**src/rtl/mem_arb_pkg.sv**
```systemverilog
// -----------------------------------------------------------------------------
// mem_arb_pkg
// Shared types and helpers for the data-memory port arbiter.
//   LOCK_CNT_W   : width of the per-tenure lock counter
//   ST_IDLE/LOCKED: raw state encodings, kept as plain constants for older code
//   arb_state_t  : arbiter state enum built on those encodings
//   next_idx()   : increment an index, wrapping modulo a count
// -----------------------------------------------------------------------------
package mem_arb_pkg;

    localparam int LOCK_CNT_W = 4;

    localparam logic [0:0] ST_IDLE   = 1'b0;
    localparam logic [0:0] ST_LOCKED = 1'b1;

    typedef enum logic [0:0] {
        IDLE   = ST_IDLE,
        LOCKED = ST_LOCKED
    } arb_state_t;

    // Compare-and-reset rather than '%', so non-power-of-2 counts need no divider.
    function automatic int next_idx(input int idx, input int count);
        return (idx + 1 >= count) ? 0 : idx + 1;
    endfunction

endpackage

```
**src/rtl/mem_arbiter_if.sv**
```systemverilog
// -----------------------------------------------------------------------------
// mem_arbiter_if
// Bundles the requester handshakes and the shared memory port.
//   Handshake: a request is accepted on a rising edge where
//   req_valid[i] && req_ready[i]. req_ready never depends on anything but the
//   current inputs and arbiter state, and at most one bit is set. The owner of
//   an accepted transaction sees rsp_valid[i] for exactly one cycle afterwards.
//   master : requesters plus memory (drives req_*, mem_d_out)
//   slave  : the arbiter (drives req_ready, rsp_*, mem_read/write/addr/d_in)
// -----------------------------------------------------------------------------
interface mem_arbiter_if #(
    parameter int REQ_COUNT = 2,
    parameter int ADDR_W    = 16,
    parameter int DATA_W    = 16
) ();

    logic [REQ_COUNT-1:0]             req_valid;
    logic [REQ_COUNT-1:0]             req_write;
    logic [REQ_COUNT-1:0]             req_lock;
    logic [REQ_COUNT-1:0][ADDR_W-1:0] req_addr;
    logic [REQ_COUNT-1:0][DATA_W-1:0] req_wdata;
    logic [REQ_COUNT-1:0]             req_ready;
    logic [REQ_COUNT-1:0]             rsp_valid;
    logic [DATA_W-1:0]                rsp_rdata;
    logic                             mem_read;
    logic                             mem_write;
    logic [ADDR_W-1:0]                mem_addr;
    logic [DATA_W-1:0]                mem_d_in;
    logic [DATA_W-1:0]                mem_d_out;

    modport master (
        output req_valid, req_write, req_lock, req_addr, req_wdata, mem_d_out,
        input  req_ready, rsp_valid, rsp_rdata, mem_read, mem_write, mem_addr, mem_d_in
    );

    modport slave (
        input  req_valid, req_write, req_lock, req_addr, req_wdata, mem_d_out,
        output req_ready, rsp_valid, rsp_rdata, mem_read, mem_write, mem_addr, mem_d_in
    );

endinterface

```
**src/rtl/rr_picker.sv**
```systemverilog
// -----------------------------------------------------------------------------
// rr_picker
// Combinational rotating priority encoder.
//   req    : request vector
//   ptr    : highest-priority index this cycle
//   gnt    : one-hot grant (zero when no request)
//   gnt_id : index of the granted bit (zero when no request)
// -----------------------------------------------------------------------------
module rr_picker #(
    parameter int N     = 2,
    parameter int PTR_W = 1
) (
    input  logic [N-1:0]     req,
    input  logic [PTR_W-1:0] ptr,
    output logic [N-1:0]     gnt,
    output logic [PTR_W-1:0] gnt_id
);

    logic found;

    always_comb begin
        gnt    = '0;
        gnt_id = '0;
        found  = 1'b0;
        for (int k = 0; k < N; k++) begin
            int idx;
            idx = int'(ptr) + k;
            if (idx >= N) begin
                idx = idx - N;
            end
            if (!found && req[idx]) begin
                found    = 1'b1;
                gnt[idx] = 1'b1;
                gnt_id   = PTR_W'(idx);
            end
        end
    end

endmodule

```
**src/rtl/mem_arbiter.sv**
```systemverilog
// -----------------------------------------------------------------------------
// mem_arbiter
// Round-robin arbiter sharing one data-memory port among REQ_COUNT requesters,
// with a bounded per-requester lock for atomic back-to-back sequences.
//   clk         : rising-edge clock
//   reset_n     : asynchronous active-low reset
//   bus         : requester handshakes + memory port (slave view)
//   dbg_state_o : current arbiter state
// -----------------------------------------------------------------------------
module mem_arbiter
    import mem_arb_pkg::*;
#(
    parameter int REQ_COUNT = 2,
    parameter int ADDR_W    = 16,
    parameter int DATA_W    = 16,
    parameter int LOCK_MAX  = 4
) (
    input  logic          clk,
    input  logic          reset_n,
    mem_arbiter_if.slave  bus,
    output arb_state_t    dbg_state_o
);

    localparam int PTR_W = (REQ_COUNT > 1) ? $clog2(REQ_COUNT) : 1;
    localparam logic [LOCK_CNT_W-1:0] LOCK_LIM = LOCK_CNT_W'(LOCK_MAX);

    arb_state_t             state_q, state_d;
    logic [PTR_W-1:0]       rr_ptr_q, rr_ptr_d;
    logic [PTR_W-1:0]       owner_q, owner_d;
    logic [LOCK_CNT_W-1:0]  lock_cnt_q, lock_cnt_d;
    logic                   rsp_pend_q, rsp_pend_d;
    logic [PTR_W-1:0]       rsp_id_q, rsp_id_d;
    logic                   rsp_wr_q, rsp_wr_d;

    logic [REQ_COUNT-1:0]   pick_gnt;
    logic [PTR_W-1:0]       pick_id;
    logic [REQ_COUNT-1:0]   owner_mask;
    logic [REQ_COUNT-1:0]   grant;
    logic                   accept;
    logic [PTR_W-1:0]       acc_id;
    logic [PTR_W-1:0]       acc_next;
    logic [LOCK_CNT_W-1:0]  cnt_next;
    logic [ADDR_W-1:0]      addr_mux;
    logic [DATA_W-1:0]      data_mux;
    logic [REQ_COUNT-1:0]   rsp_vec;

    rr_picker #(.N(REQ_COUNT), .PTR_W(PTR_W)) u_picker (
        .req    (bus.req_valid),
        .ptr    (rr_ptr_q),
        .gnt    (pick_gnt),
        .gnt_id (pick_id)
    );

    // While locked only the owner can be granted, even when it is idle.
    // Grant is held at zero during reset so nothing reaches memory.
    always_comb begin
        owner_mask          = '0;
        owner_mask[owner_q] = 1'b1;
        if (state_q == LOCKED) begin
            grant = owner_mask & bus.req_valid;
        end else begin
            grant = pick_gnt;
        end
        if (!reset_n) begin
            grant = '0;
        end
    end

    assign accept   = |(bus.req_valid & grant);
    assign acc_id   = (state_q == LOCKED) ? owner_q : pick_id;
    assign acc_next = PTR_W'(next_idx(int'(acc_id), REQ_COUNT));

    assign bus.req_ready = grant;
    assign bus.mem_read  = |(bus.req_valid & grant & ~bus.req_write);
    assign bus.mem_write = |(bus.req_valid & grant & bus.req_write);

    always_comb begin
        addr_mux = '0;
        data_mux = '0;
        for (int i = 0; i < REQ_COUNT; i++) begin
            if (grant[i]) begin
                addr_mux = bus.req_addr[i];
                data_mux = bus.req_wdata[i];
            end
        end
    end

    assign bus.mem_addr = addr_mux;
    assign bus.mem_d_in = data_mux;

    always_comb begin
        state_d    = state_q;
        rr_ptr_d   = rr_ptr_q;
        owner_d    = owner_q;
        lock_cnt_d = lock_cnt_q;
        rsp_pend_d = accept;
        rsp_id_d   = rsp_id_q;
        rsp_wr_d   = rsp_wr_q;
        cnt_next   = '0;

        if (accept) begin
            rsp_id_d = acc_id;
            rsp_wr_d = bus.req_write[acc_id];
            if (bus.req_lock[acc_id]) begin
                if (state_q == IDLE) begin
                    cnt_next = LOCK_CNT_W'(1);
                end else if (lock_cnt_q >= LOCK_LIM) begin
                    cnt_next = lock_cnt_q;
                end else begin
                    cnt_next = lock_cnt_q + LOCK_CNT_W'(1);
                end
                // Reaching the bound ends the tenure so others cannot starve.
                if (cnt_next >= LOCK_LIM) begin
                    state_d    = IDLE;
                    rr_ptr_d   = acc_next;
                    lock_cnt_d = '0;
                end else begin
                    state_d    = LOCKED;
                    owner_d    = acc_id;
                    lock_cnt_d = cnt_next;
                end
            end else begin
                state_d    = IDLE;
                rr_ptr_d   = acc_next;
                lock_cnt_d = '0;
            end
        end else if (state_q == LOCKED && !bus.req_lock[owner_q] && !bus.req_valid[owner_q]) begin
            // In LOCKED acc_id is the owner, so acc_next is owner+1.
            state_d    = IDLE;
            rr_ptr_d   = acc_next;
            lock_cnt_d = '0;
        end
    end

    always_ff @(posedge clk or negedge reset_n) begin
        if (!reset_n) begin
            state_q    <= IDLE;
            rr_ptr_q   <= '0;
            owner_q    <= '0;
            lock_cnt_q <= '0;
            rsp_pend_q <= 1'b0;
            rsp_id_q   <= '0;
            rsp_wr_q   <= 1'b0;
        end else begin
            state_q    <= state_d;
            rr_ptr_q   <= rr_ptr_d;
            owner_q    <= owner_d;
            lock_cnt_q <= lock_cnt_d;
            rsp_pend_q <= rsp_pend_d;
            rsp_id_q   <= rsp_id_d;
            rsp_wr_q   <= rsp_wr_d;
        end
    end

    always_comb begin
        rsp_vec = '0;
        if (rsp_pend_q) begin
            rsp_vec[rsp_id_q] = 1'b1;
        end
    end

    assign bus.rsp_valid = rsp_vec;
    // Memory read data arrives the cycle after the read edge, aligned with rsp.
    assign bus.rsp_rdata = (rsp_pend_q && !rsp_wr_q) ? bus.mem_d_out : '0;
    assign dbg_state_o   = state_q;

endmodule

```
**src/flat_wrapper.sv**
```systemverilog
// flat-port wrapper written by rule: the top's interface ports become plain ports
module mem_arbiter_flat import mem_arb_pkg::*;
#(
    parameter int REQ_COUNT = 2,
    parameter int ADDR_W    = 16,
    parameter int DATA_W    = 16,
    parameter int LOCK_MAX  = 4
)
  (clk, reset_n, dbg_state_o, bus_req_valid, bus_req_write, bus_req_lock, bus_req_addr, bus_req_wdata, bus_mem_d_out, bus_req_ready, bus_rsp_valid, bus_rsp_rdata, bus_mem_read, bus_mem_write, bus_mem_addr, bus_mem_d_in);
  mem_arbiter_if #(.REQ_COUNT(REQ_COUNT), .ADDR_W(ADDR_W), .DATA_W(DATA_W)) bus_i ();
  input  logic clk;
  input  logic reset_n;
  output arb_state_t dbg_state_o;
  input wire logic [$bits(bus_i.req_valid)-1:0] bus_req_valid;
  input wire logic [$bits(bus_i.req_write)-1:0] bus_req_write;
  input wire logic [$bits(bus_i.req_lock)-1:0] bus_req_lock;
  input wire logic [$bits(bus_i.req_addr)-1:0] bus_req_addr;
  input wire logic [$bits(bus_i.req_wdata)-1:0] bus_req_wdata;
  input wire logic [$bits(bus_i.mem_d_out)-1:0] bus_mem_d_out;
  output wire logic [$bits(bus_i.req_ready)-1:0] bus_req_ready;
  output wire logic [$bits(bus_i.rsp_valid)-1:0] bus_rsp_valid;
  output wire logic [$bits(bus_i.rsp_rdata)-1:0] bus_rsp_rdata;
  output wire logic [$bits(bus_i.mem_read)-1:0] bus_mem_read;
  output wire logic [$bits(bus_i.mem_write)-1:0] bus_mem_write;
  output wire logic [$bits(bus_i.mem_addr)-1:0] bus_mem_addr;
  output wire logic [$bits(bus_i.mem_d_in)-1:0] bus_mem_d_in;
  assign bus_i.req_valid = bus_req_valid;
  assign bus_i.req_write = bus_req_write;
  assign bus_i.req_lock = bus_req_lock;
  assign bus_i.req_addr = bus_req_addr;
  assign bus_i.req_wdata = bus_req_wdata;
  assign bus_i.mem_d_out = bus_mem_d_out;
  assign bus_req_ready = bus_i.req_ready;
  assign bus_rsp_valid = bus_i.rsp_valid;
  assign bus_rsp_rdata = bus_i.rsp_rdata;
  assign bus_mem_read = bus_i.mem_read;
  assign bus_mem_write = bus_i.mem_write;
  assign bus_mem_addr = bus_i.mem_addr;
  assign bus_mem_d_in = bus_i.mem_d_in;
  mem_arbiter #(.REQ_COUNT(REQ_COUNT), .ADDR_W(ADDR_W), .DATA_W(DATA_W), .LOCK_MAX(LOCK_MAX)) u_core (.clk(clk), .reset_n(reset_n), .bus(bus_i), .dbg_state_o(dbg_state_o));
endmodule
```
**config.mk**
```make
export PLATFORM = sky130hd
export DESIGN_NAME = mem_arbiter_flat
export DESIGN_NICKNAME = d
export VERILOG_FILES = /design/src/rtl/mem_arb_pkg.sv /design/src/rtl/mem_arbiter_if.sv /design/src/rtl/rr_picker.sv /design/src/rtl/mem_arbiter.sv /design/src/flat_wrapper.sv
export SDC_FILE = /design/constraint.sdc
export NUM_CORES = 1
export LEC_CHECK = 0
export CELL_PAD_IN_SITES_DETAIL_PLACEMENT = 0
export CELL_PAD_IN_SITES_GLOBAL_PLACEMENT = 2
export CORE_ASPECT_RATIO = 1.2
export CORE_MARGIN = 10
export CORE_UTILIZATION = 29
export CTS_CLUSTER_SIZE = 28
export DETAILED_ROUTE_END_ITERATION = 16
export DONT_BUFFER_PORTS = 1
export GPL_ROUTABILITY_DRIVEN = 0
export PLACE_DENSITY_LB_ADDON = 0.1
export SLEW_MARGIN = 15
export SYNTH_ARGS = -nofsm -noshare
export SYNTH_HDL_FRONTEND = slang
export SYNTH_SLANG_ARGS = --single-unit
```
**constraint.sdc**
```tcl
create_clock -name clk -period 3.1 [get_ports clk]
set_clock_uncertainty 0.1 [all_clocks]
set_input_delay 0.62 -clock clk [delete_from_list [all_inputs] [get_ports clk]]
set_output_delay 0.62 -clock clk [all_outputs]
set_load 0.01 [all_outputs]
```
==> results of run 1 <==
[timing repair]
item	4_1_cts	5_1_grt
hold buffers	1	0
endpoints found under the hold margin	10	0
buffers inserted	0	0
[power by group]
group	total (uW)	switching, uW	internal (uW)	leakage [uW]
sequential	207	44.1	163	0.000126
combinational	301	180	121	0.000331
clock	129	44.7	84.5	0.0000216
total	637	269	368	0.000478
[routing by layer]
metal,share of wire (%),vias up
li1,-,435
met1,33,446
met2,50,102
met3,17,2
met4,0.31,0
met5,0,-
[layout by cell type, fill, tap and decap left out, types with 3 or more instances in the layout]
| master | netlist | routed |
|---|---|---|
| sky130_fd_sc_hd__a22o_1 | 34 | 34 |
| sky130_fd_sc_hd__and2_1 | 19 | 19 |
| sky130_fd_sc_hd__clkbuf_8 | 0 | 3 |
| sky130_fd_sc_hd__dfrtp_1 | 10 | 10 |
| sky130_fd_sc_hd__inv_1 | 7 | 7 |
| sky130_fd_sc_hd__mux2i_1 | 3 | 3 |
| sky130_fd_sc_hd__nor2_1 | 5 | 5 |
| sky130_fd_sc_hd__nor2b_1 | 3 | 3 |
| sky130_fd_sc_hd__o21ai_0 | 4 | 4 |
[registers in the layout, indices dropped and copies added (netlist names)]
signal,flops
u_core.rsp_id_q,1
u_core.owner_q,1
u_core.rsp_wr_q,1
u_core.rr_ptr_q,1
u_core.lock_cnt_q,4
u_core.rsp_pend_q,1
u_core.dbg_state_o,1
[worst min path at each step]
| stage | start | end | slack [ns] | depth (start not counted) |
|---|---|---|---|---|
| floorplan | reset_n | u_core.dbg_state_o$_DFFE_PN0P_ | 0.22 | 0 |
| global placement | reset_n | u_core.lock_cnt_q[2]$_DFFE_PN0P_ | 0.22 | 0 |
| detailed placement | reset_n | u_core.lock_cnt_q[3]$_DFFE_PN0P_ | 0.22 | 0 |
| CTS | u_core.rsp_wr_q$_DFFE_PN0P_ | u_core.rsp_wr_q$_DFFE_PN0P_ | 0.41 | 2 |
| global route | u_core.lock_cnt_q[1]$_DFFE_PN0P_ | u_core.lock_cnt_q[1]$_DFFE_PN0P_ | 0.44 | 1 |
| finish | u_core.rsp_wr_q$_DFFE_PN0P_ | u_core.rsp_wr_q$_DFFE_PN0P_ | 0.40 | 2 |
[cells in the mapped netlist (all sizes together), types with 2 or more instances]
cell type | instances | area share, %
buf | 8 | 4.5
a31oi | 2 | 1.8
and2 | 19 | 12
nor2 | 5 | 1.8
inv | 7 | 2.6
nor2b | 3 | 1.8
nand3 | 2 | 0.98
a22o | 34 | 29
a21oi | 3 | 2.9
mux2i | 3 | 2.9
nand2 | 3 | 1.4
dfrtp | 10 | 25
o21ai | 5 | 2.5
[through the flow]
stage	cells	cell area (um2)
floorplan	117	1020
global placement	147	1040
detailed placement	147	1040
CTS	151	1090
global route	151	1090
finish	151	1090
[cell families after synthesis]
| logic type | Yosys count |
|---|---|
| multiplexers | 4 |
| adder cells (fa/ha/maj) | 1 |
| flip-flops | 10 |
| buffers and inverters | 16 |
| AO/OA/AOI/OAI | 51 |
| AND/OR/NAND/NOR | 35 |
[layout make-up]
class / count / area (um2) / share of cell area, %
clock buffer: 3 / 41.3 / 3.79
inverter: 7 / 26.3 / 2.41
multi-input combinational: 91 / 701 / 64.3
sequential: 10 / 250 / 23.0
tap: 37 / 46.3 / 4.25
timing repair buffer: 3 / 25.0 / 2.30
[worst max-delay path, cell delays in order (launching register included)]
cell,delay (ns)
sky130_fd_sc_hd__dfrtp_1,0.62
sky130_fd_sc_hd__nand2_1,0.16
sky130_fd_sc_hd__o21ai_0,0.10
sky130_fd_sc_hd__and3_1,0.17
sky130_fd_sc_hd__buf_4,0.32
sky130_fd_sc_hd__a22o_1,0.29
==> run summary, run 1 <==
The run finished with clean final reports. The number of sinks driven by the clock tree is 10. For this run, global-route usage on met1 was measured as 10.2%. Measured against its own limit, the worst slew margin works out to 59.3%. The quantity of gates resized following cts was 0; the number of synthesized register bits was 10.

The area of the die is 6290 um2. The sum of internal, switching and leakage power is 637 uW. The maximum resistive drop on vdd was 0.339 mV; the complex-gate fraction of the synthesized area was 42.4%. Row generation in the floorplan step produced 23 rows. The total power density per cell area was 584 nW/um2; the critical path arrival was 1.89 ns. Once detail routing completed, the nets flagged for antenna violations numbered 0.

The pre-CTS setup slack was 0.689 ns. The first global-routing pass estimated 5.75 mm of wire. The clock-pin transition on the worst setup and hold timing paths was 0.04 ns; the post-synthesis cell area was 1020 um2. The placeable core region came out at 3370 um2.

For the final routed database, the setup TNS stands at 0 ns. For this run, the share of the core covered by cells in the final layout is 32.4%. Reported leakage power: 0.000478 uW.

Detailed routing inserted a total of 985 vias. Start point of the critical path: u_core.dbg_state_o$_DFFE_PN0P_. Entering global routing, the biggest net connects 37 pins. The run gives 0 as the final number of setup-violating endpoints. The number of flops mapped to enable cells by yosys was 0. The via count of the first global-routing pass is 1001. Reg-to-reg startpoint: u_core.dbg_state_o$_DFFE_PN0P_. The tools report the number of H-tree branching levels as 1. Synthesis produced 117 cells.

The type of origin of the critical path is a flip-flop. Once the floorplan was initialized, standard cells occupied 30.2% of the core. I/O pin count: 143. Timing would allow up to 383 MHz. The tools report the capture point of the critical path as bus_mem_read. The tools report the sort of element at the end of the critical path as a primary output. The number of clock buffers added by TritonCTS is 3.

Input and output buffers added on the ports amount to 0. In this run the worst path has a maximum fanout of 36. Multiplexer cells account for 4.42% of the synthesized area. The required time reported for the critical path endpoint is 2.38 ns.

Setup slack closes at 0.492 ns. The main combinational cell family by area after synthesis is compound AO/OA/AOI/OAI gates. TritonCTS built the clock tree. The clock reaches the later pin of the worst-skew pair after 0.23 ns.

After global routing, the most crowded layer is met2. The number of antenna diodes in the final layout is 0. The run gives 205 as the post-layout net count.

In this run the critical register-to-register path is captured at u_core.rsp_wr_q$_DFFE_PN0P_. Setup repair after global routing left no endpoint under its margin. The path type of the worst setup path is flip-flop to primary output. The die is 74.1 um wide. Setup slack on the worst reg-to-reg path comes out at 1.15 ns.

The clock passes through at most 2 buffers. The run gives 0.405 ns as the hold slack. After legalization and detailed placement, the total HPWL measured 3.69 mm.

The share of flip-flops with an asynchronous set or reset was 100%; the number of different library cells in the post-synthesis netlist was 32. The cell depth of the worst flop-to-flop path came out at 6. Average size of a mapped cell: 8.70 um2. Predominant post-synthesis flop cell: sky130_fd_sc_hd__dfrtp_1.

The fraction of layout instances using a drive strength above 1 came out at 10.5%. The tightest min-delay check is of the flip-flop to flip-flop type. Of the total synthesized cell area, the portion taken by full adders, half adders and majority gates is 1.23%. The area share of xor/xnor cells in the synthesized design works out to 0%. Summed over all layers, the global routing overflow is 0.

After Yosys synthesis, and, or, nand and nor cells account for 19.9% of the synthesized area. The tools report the net count after synthesis as 206. The slew at the pin with the worst max-slew slack is 0.609 ns, and the share of the clock period used by the worst path is 84.1%. Relative to the synthesized area, the layout overhead comes to 7.00%.

The number of antenna violations at the first check in global routing was 0. The first routing iteration left 17 violations. After detailed routing, the number of remaining DRC violations is 0. After detailed routing, the average wire length per cell comes to 28.1 um. The routed design has 4.25 mm of wire. In this run the vertical extent of the chip is 84.9 um.

The count of pins over their slew limit was 0. For met3 alone, demand over resource in global routing was 6.41%. The tools report the number of hold violations in the final report as 0. Number of synthesis warnings: 0. Global routing used 11.2% of the available tracks. After synthesis, flip-flops and latches occupy 24.6% of the total area. The layout has 346 filler cells. The first detailed-routing pass ran for 4 iterations. After detailed routing, the number of vias per cell comes to 6.52. CTS root buffer: sky130_fd_sc_hd__clkbuf_8. The run gives 0 as the max capacitance violation total. The final critical delay including setup and external delays is 2.61 ns, and the routing usage on met2 is 20.9%.
No activity file was read; power rests on OpenSTA's default activity.
==> run 2, diff against run 1 <==
--- a/config.mk
+++ b/config.mk
@@ -5,11 +5,12 @@
 export SDC_FILE = /design/constraint.sdc
 export NUM_CORES = 1
 export LEC_CHECK = 0
+export ABC_AREA = 1
 export CELL_PAD_IN_SITES_DETAIL_PLACEMENT = 0
 export CELL_PAD_IN_SITES_GLOBAL_PLACEMENT = 2
 export CORE_ASPECT_RATIO = 1.2
 export CORE_MARGIN = 10
-export CORE_UTILIZATION = 29
+export CORE_UTILIZATION = 24
 export CTS_CLUSTER_SIZE = 28
 export DETAILED_ROUTE_END_ITERATION = 16
 export DONT_BUFFER_PORTS = 1
==> constraint.sdc (replaced) <==
create_clock -name clk -period 2.43 [get_ports clk]
set_clock_uncertainty 0.1 [all_clocks]
set_input_delay 0.486 -clock clk [delete_from_list [all_inputs] [get_ports clk]]
set_output_delay 0.486 -clock clk [all_outputs]
set_load 0.01 [all_outputs]
==> run 2 against run 1 <==
- cell count is 80% higher
- sequential cell count did not move
- via count is 29% higher
- first-iteration DRC count is 94% higher
- highest routed layer unchanged
==> run summary, run 2 <==
The run finished with clean final reports. The number of buffers inserted to repair setup after CTS was 0 (unchanged); the routed wire length was 4.57 mm (was 4.25 mm). The tools report the later-pin clock latency in the skew report as 0.24 ns (was 0.23 ns). Type of origin of the critical path: a flip-flop (unchanged). The remaining routing DRC violations is 0 (unchanged), and the antenna cell count is 0 (unchanged). The layout overhead on the synthesized area works out to 8.45% (was 7.00%).

The tools report the sort of element at the end of the critical path as a primary output (unchanged). The placeable core region is 4660 um2 (was 3370 um2), and the maximum number of pins on one net before global-route repair is 35 (was 37). Setup repair after global routing left no endpoint under its margin. For the reported leakage power, the log shows 0.000775 uW (was 0.000478 uW). The share of flip-flops with an asynchronous set or reset is 100% (unchanged), and the switching portion of total power is 50.6% (was 42.2%).

The count of pins over their slew limit was 0 (unchanged); the number of antenna violations at the first check in global routing was 0 (unchanged). The fraction of synthesized cell area taken by the top area cell type came out at 35.9% (was 29.2%). Most common library cell in the layout ignoring fill and taps: sky130_fd_sc_hd__nand2_1 (was sky130_fd_sc_hd__a22o_1). The portion of the post-synthesis area used by sequential elements is 21.4% (was 24.6%), and the number of synthesized register bits is 10 (unchanged). The utilization of the core after routing was 27.2% (was 32.4%); the net switching power figure was 537 uW (was 269 uW).

The logs give 143 (unchanged) for the I/O pin count and 27 (was 23) for the number of rows created at floorplan. The internal power contribution is 525 uW (was 368 uW), and the via density per instance is 4.67 (was 6.52). The share of the clock period used by the worst path was 92.7%. Most area-consuming cells after synthesis: sky130_fd_sc_hd__nand2_1, sky130_fd_sc_hd__dfrtp_1, sky130_fd_sc_hd__inv_1 (was sky130_fd_sc_hd__a22o_1, sky130_fd_sc_hd__dfrtp_1, sky130_fd_sc_hd__and2_1).

The tools report the final number of setup-violating endpoints as 0 (unchanged). For the sum of internal, switching and leakage power, the log shows 1060 uW (was 637 uW). The final critical delay including setup and external delays is 2.25 ns. Largest register by flop count: u_core.lock_cnt_q (unchanged). The tools report the global-route congestion overflow total as 0 (unchanged).

The logs give 1.67 ns (was 1.89 ns) for the critical path arrival and 6.40 mm (was 5.75 mm) for the wire length of the first global-routing pass. The maximum buffer depth of the clock tree is 2 (unchanged). The number of different library cells in the post-synthesis netlist was 25 (was 32).

Number of search-and-repair iterations in the first detailed-routing pass: 4 (unchanged). The mean routed wirelength per cell was 16.8 um (was 28.1 um); the number of flip-flops under the largest register name was 4 (unchanged). For the sequential share of power, the log shows 26.9% (was 32.5%).

The run gives 216 (was 117) as the post-synthesis cell count. The tools report the final-layout setup total negative slack as 0 ns (unchanged). The count of placed standard cells including taps was 267 (was 147). Via count of the first global-routing pass: 1175 (was 1001).

Floorplan die width: 83.7 um (was 74.1 um). The half-perimeter wire length of the detailed placement result is 4.11 mm (was 3.69 mm), and the net count after synthesis is 305 (was 206). The worst-case headroom to the max-slew limit is 66.7% (was 59.3%), and the initial core utilization is 25.1% (was 30.2%). The post-synthesis cell area is 1170 um2 (was 1020 um2), and the maximum resistive drop on vdd is 0.311 mV (was 0.339 mV). The maximum fanout count along the critical path is 23 (was 36), and the slew at the pin with the worst max-slew slack is 0.499 ns (was 0.609 ns).

Most frequent cells in the layout: sky130_fd_sc_hd__nand2_1, sky130_fd_sc_hd__inv_1, sky130_fd_sc_hd__nor2_1 (was sky130_fd_sc_hd__a22o_1, sky130_fd_sc_hd__and2_1, sky130_fd_sc_hd__dfrtp_1). The fraction of power consumed by combinational cells was 53.2% (was 47.3%). Top cell types by occurrence after synthesis: sky130_fd_sc_hd__nand2_1, sky130_fd_sc_hd__inv_1, sky130_fd_sc_hd__nor2_1 (was sky130_fd_sc_hd__a22o_1, sky130_fd_sc_hd__and2_1, sky130_fd_sc_hd__dfrtp_1).

The cell taking the most area after synthesis is sky130_fd_sc_hd__nand2_1 (was sky130_fd_sc_hd__a22o_1). Most repeated cell in the gate-level netlist after synthesis: sky130_fd_sc_hd__nand2_1 (was sky130_fd_sc_hd__a22o_1). The chip height works out to 96.5 um (was 84.9 um). Number of hold violations in the final report: 0 (unchanged). Number of sinks driven by the clock tree: 10 (unchanged). The overall track demand over capacity in global routing was 9.41% (was 11.2%); the number of synthesis warnings was 0 (unchanged).

For the number of DRC violations after detailed-routing iteration 0, the log shows 33 (was 17). TritonCTS built the clock tree. The average size of a mapped cell is 5.42 um2 (was 8.70 um2), and the max capacitance violation total is 0 (unchanged). The number of flops mapped to enable cells by yosys was 0 (unchanged); the total power density per cell area was 837 nW/um2 (was 584 nW/um2). The tools report the CTS root buffer as sky130_fd_sc_hd__clkbuf_8 (unchanged). Share of total power in the clock network: 19.8% (was 20.3%). Based on the critical path, the design can be clocked at up to 444 MHz.

The hold slack was 0.391 ns (was 0.405 ns); the number of I/O port buffers was 0 (unchanged). The tools report the area of the die as 8080 um2 (was 6290 um2). The path class of the lowest-slack min-delay path was flip-flop to flip-flop (unchanged). The tools report the clock buffer count from CTS as 3 (unchanged). The via count of the routed design is 1271 (was 985), and the non-filler instance count after layout is 272 (was 151). The fraction of layout instances using a drive strength above 1 is 8.88% (was 10.5%), and the clock-pin transition on the worst setup and hold timing paths is 0.05 ns (was 0.04 ns). The predominant post-synthesis flop cell is sky130_fd_sc_hd__dfrtp_1 (unchanged). The run gives 0 (unchanged) as the antenna violation net count after detailed routing.

Required time reported for the critical path endpoint: 1.84 ns (was 2.38 ns). The number of H-tree branching levels came out at 1 (unchanged). For the post-layout net count, the log shows 304 (was 205). Path type of the worst setup path: flip-flop to primary output (unchanged).
## run 2: changes by cell type in the layout (fill, tap and decap cells not counted), sizes merged, moves of 8 or more
cell   change
inv       +24
and2      -19
a22o      -33
nand3      +8
nand2    +115
nor2      +20
## run 2: final cells by class
class                      count  area (um2)
clock buffer                   4        55.1
fill                         555        3390
inverter                      31         124
multi-input combinational    167         737
sequential                    10         250
tap                           58        72.6
timing repair buffer           2        30.0
## run 2: kinds of logic after synthesis
group           synth area share, %
flops                          21.4
simple gates                   55.9
buf+inv                        15.6
fa+ha+maj                      1.07
compound gates                 5.99
## run 2: power by group through the flow
| stage | logic (uW) | clock network, uW | registers, uW |
|---|---|---|---|
| 2_1_floorplan | 496 | 0 | 271 |
| 3_3_place_gp | 571 | 0 | 290 |
| 3_5_place_dp | 574 | 0 | 291 |
| 4_1_cts | 579 | 223 | 288 |
| 5_1_grt | 634 | 232 | 295 |
| 6_report | 565 | 211 | 286 |
## run 2: metrics by stage
step                      instance area [um2]  setup WS [ns]
after floorplan                          1170          0.594
after global placement                   1200          0.375
after detailed placement                 1200          0.342
after CTS                                1260         0.0801
after global routing                     1270        0.00669
final                                    1270          0.177
## run 2: per-layer routing
| metal | wire (um) | GRT usage, % | vias to the layer above |
|---|---|---|---|
| li1 | - | - | 634 |
| met1 | 1480 | 8.47 | 544 |
| met2 | 2470 | 18.0 | 87 |
| met3 | 589 | 5.36 | 6 |
| met4 | 40 | 2.37 | 0 |
| met5 | 0 | 0 | - |
## run 2: path summary, 6_finish.rpt
kind	slack (ns)	endpoint	depth (start not counted)	start
max	0.18	bus_mem_d_in[3]	6	u_core.dbg_state_o$_DFFE_PN0P_
min	0.39	u_core.lock_cnt_q[3]$_DFFE_PN0P_	2	u_core.lock_cnt_q[3]$_DFFE_PN0P_
max reg2reg	0.78	u_core.rsp_wr_q$_DFFE_PN0P_	6	u_core.dbg_state_o$_DFFE_PN0P_
min reg2reg	0.39	u_core.lock_cnt_q[3]$_DFFE_PN0P_	2	u_core.lock_cnt_q[3]$_DFFE_PN0P_
max in group asynchronous	1.37	u_core.rsp_id_q$_DFFE_PN0P_	1	reset_n
min in group asynchronous	0.54	u_core.dbg_state_o$_DFFE_PN0P_	1	reset_n
## run 2: worst max-delay path, cell delays in order (launching register included)
cell                      delay, ns
sky130_fd_sc_hd__dfrtp_1       0.49
sky130_fd_sc_hd__a21oi_1       0.22
sky130_fd_sc_hd__nand2_2       0.18
sky130_fd_sc_hd__inv_4         0.18
sky130_fd_sc_hd__buf_12        0.18
sky130_fd_sc_hd__nand2_1       0.06
sky130_fd_sc_hd__nand2_1       0.12
## run 2: what timing repair did
item | CTS | global route
hold endpoints to repair | 10 | 0
hold buffers | 1 | 0
endpoints found under the setup margin | 0 | 22
gates resized for setup | 0 | 2
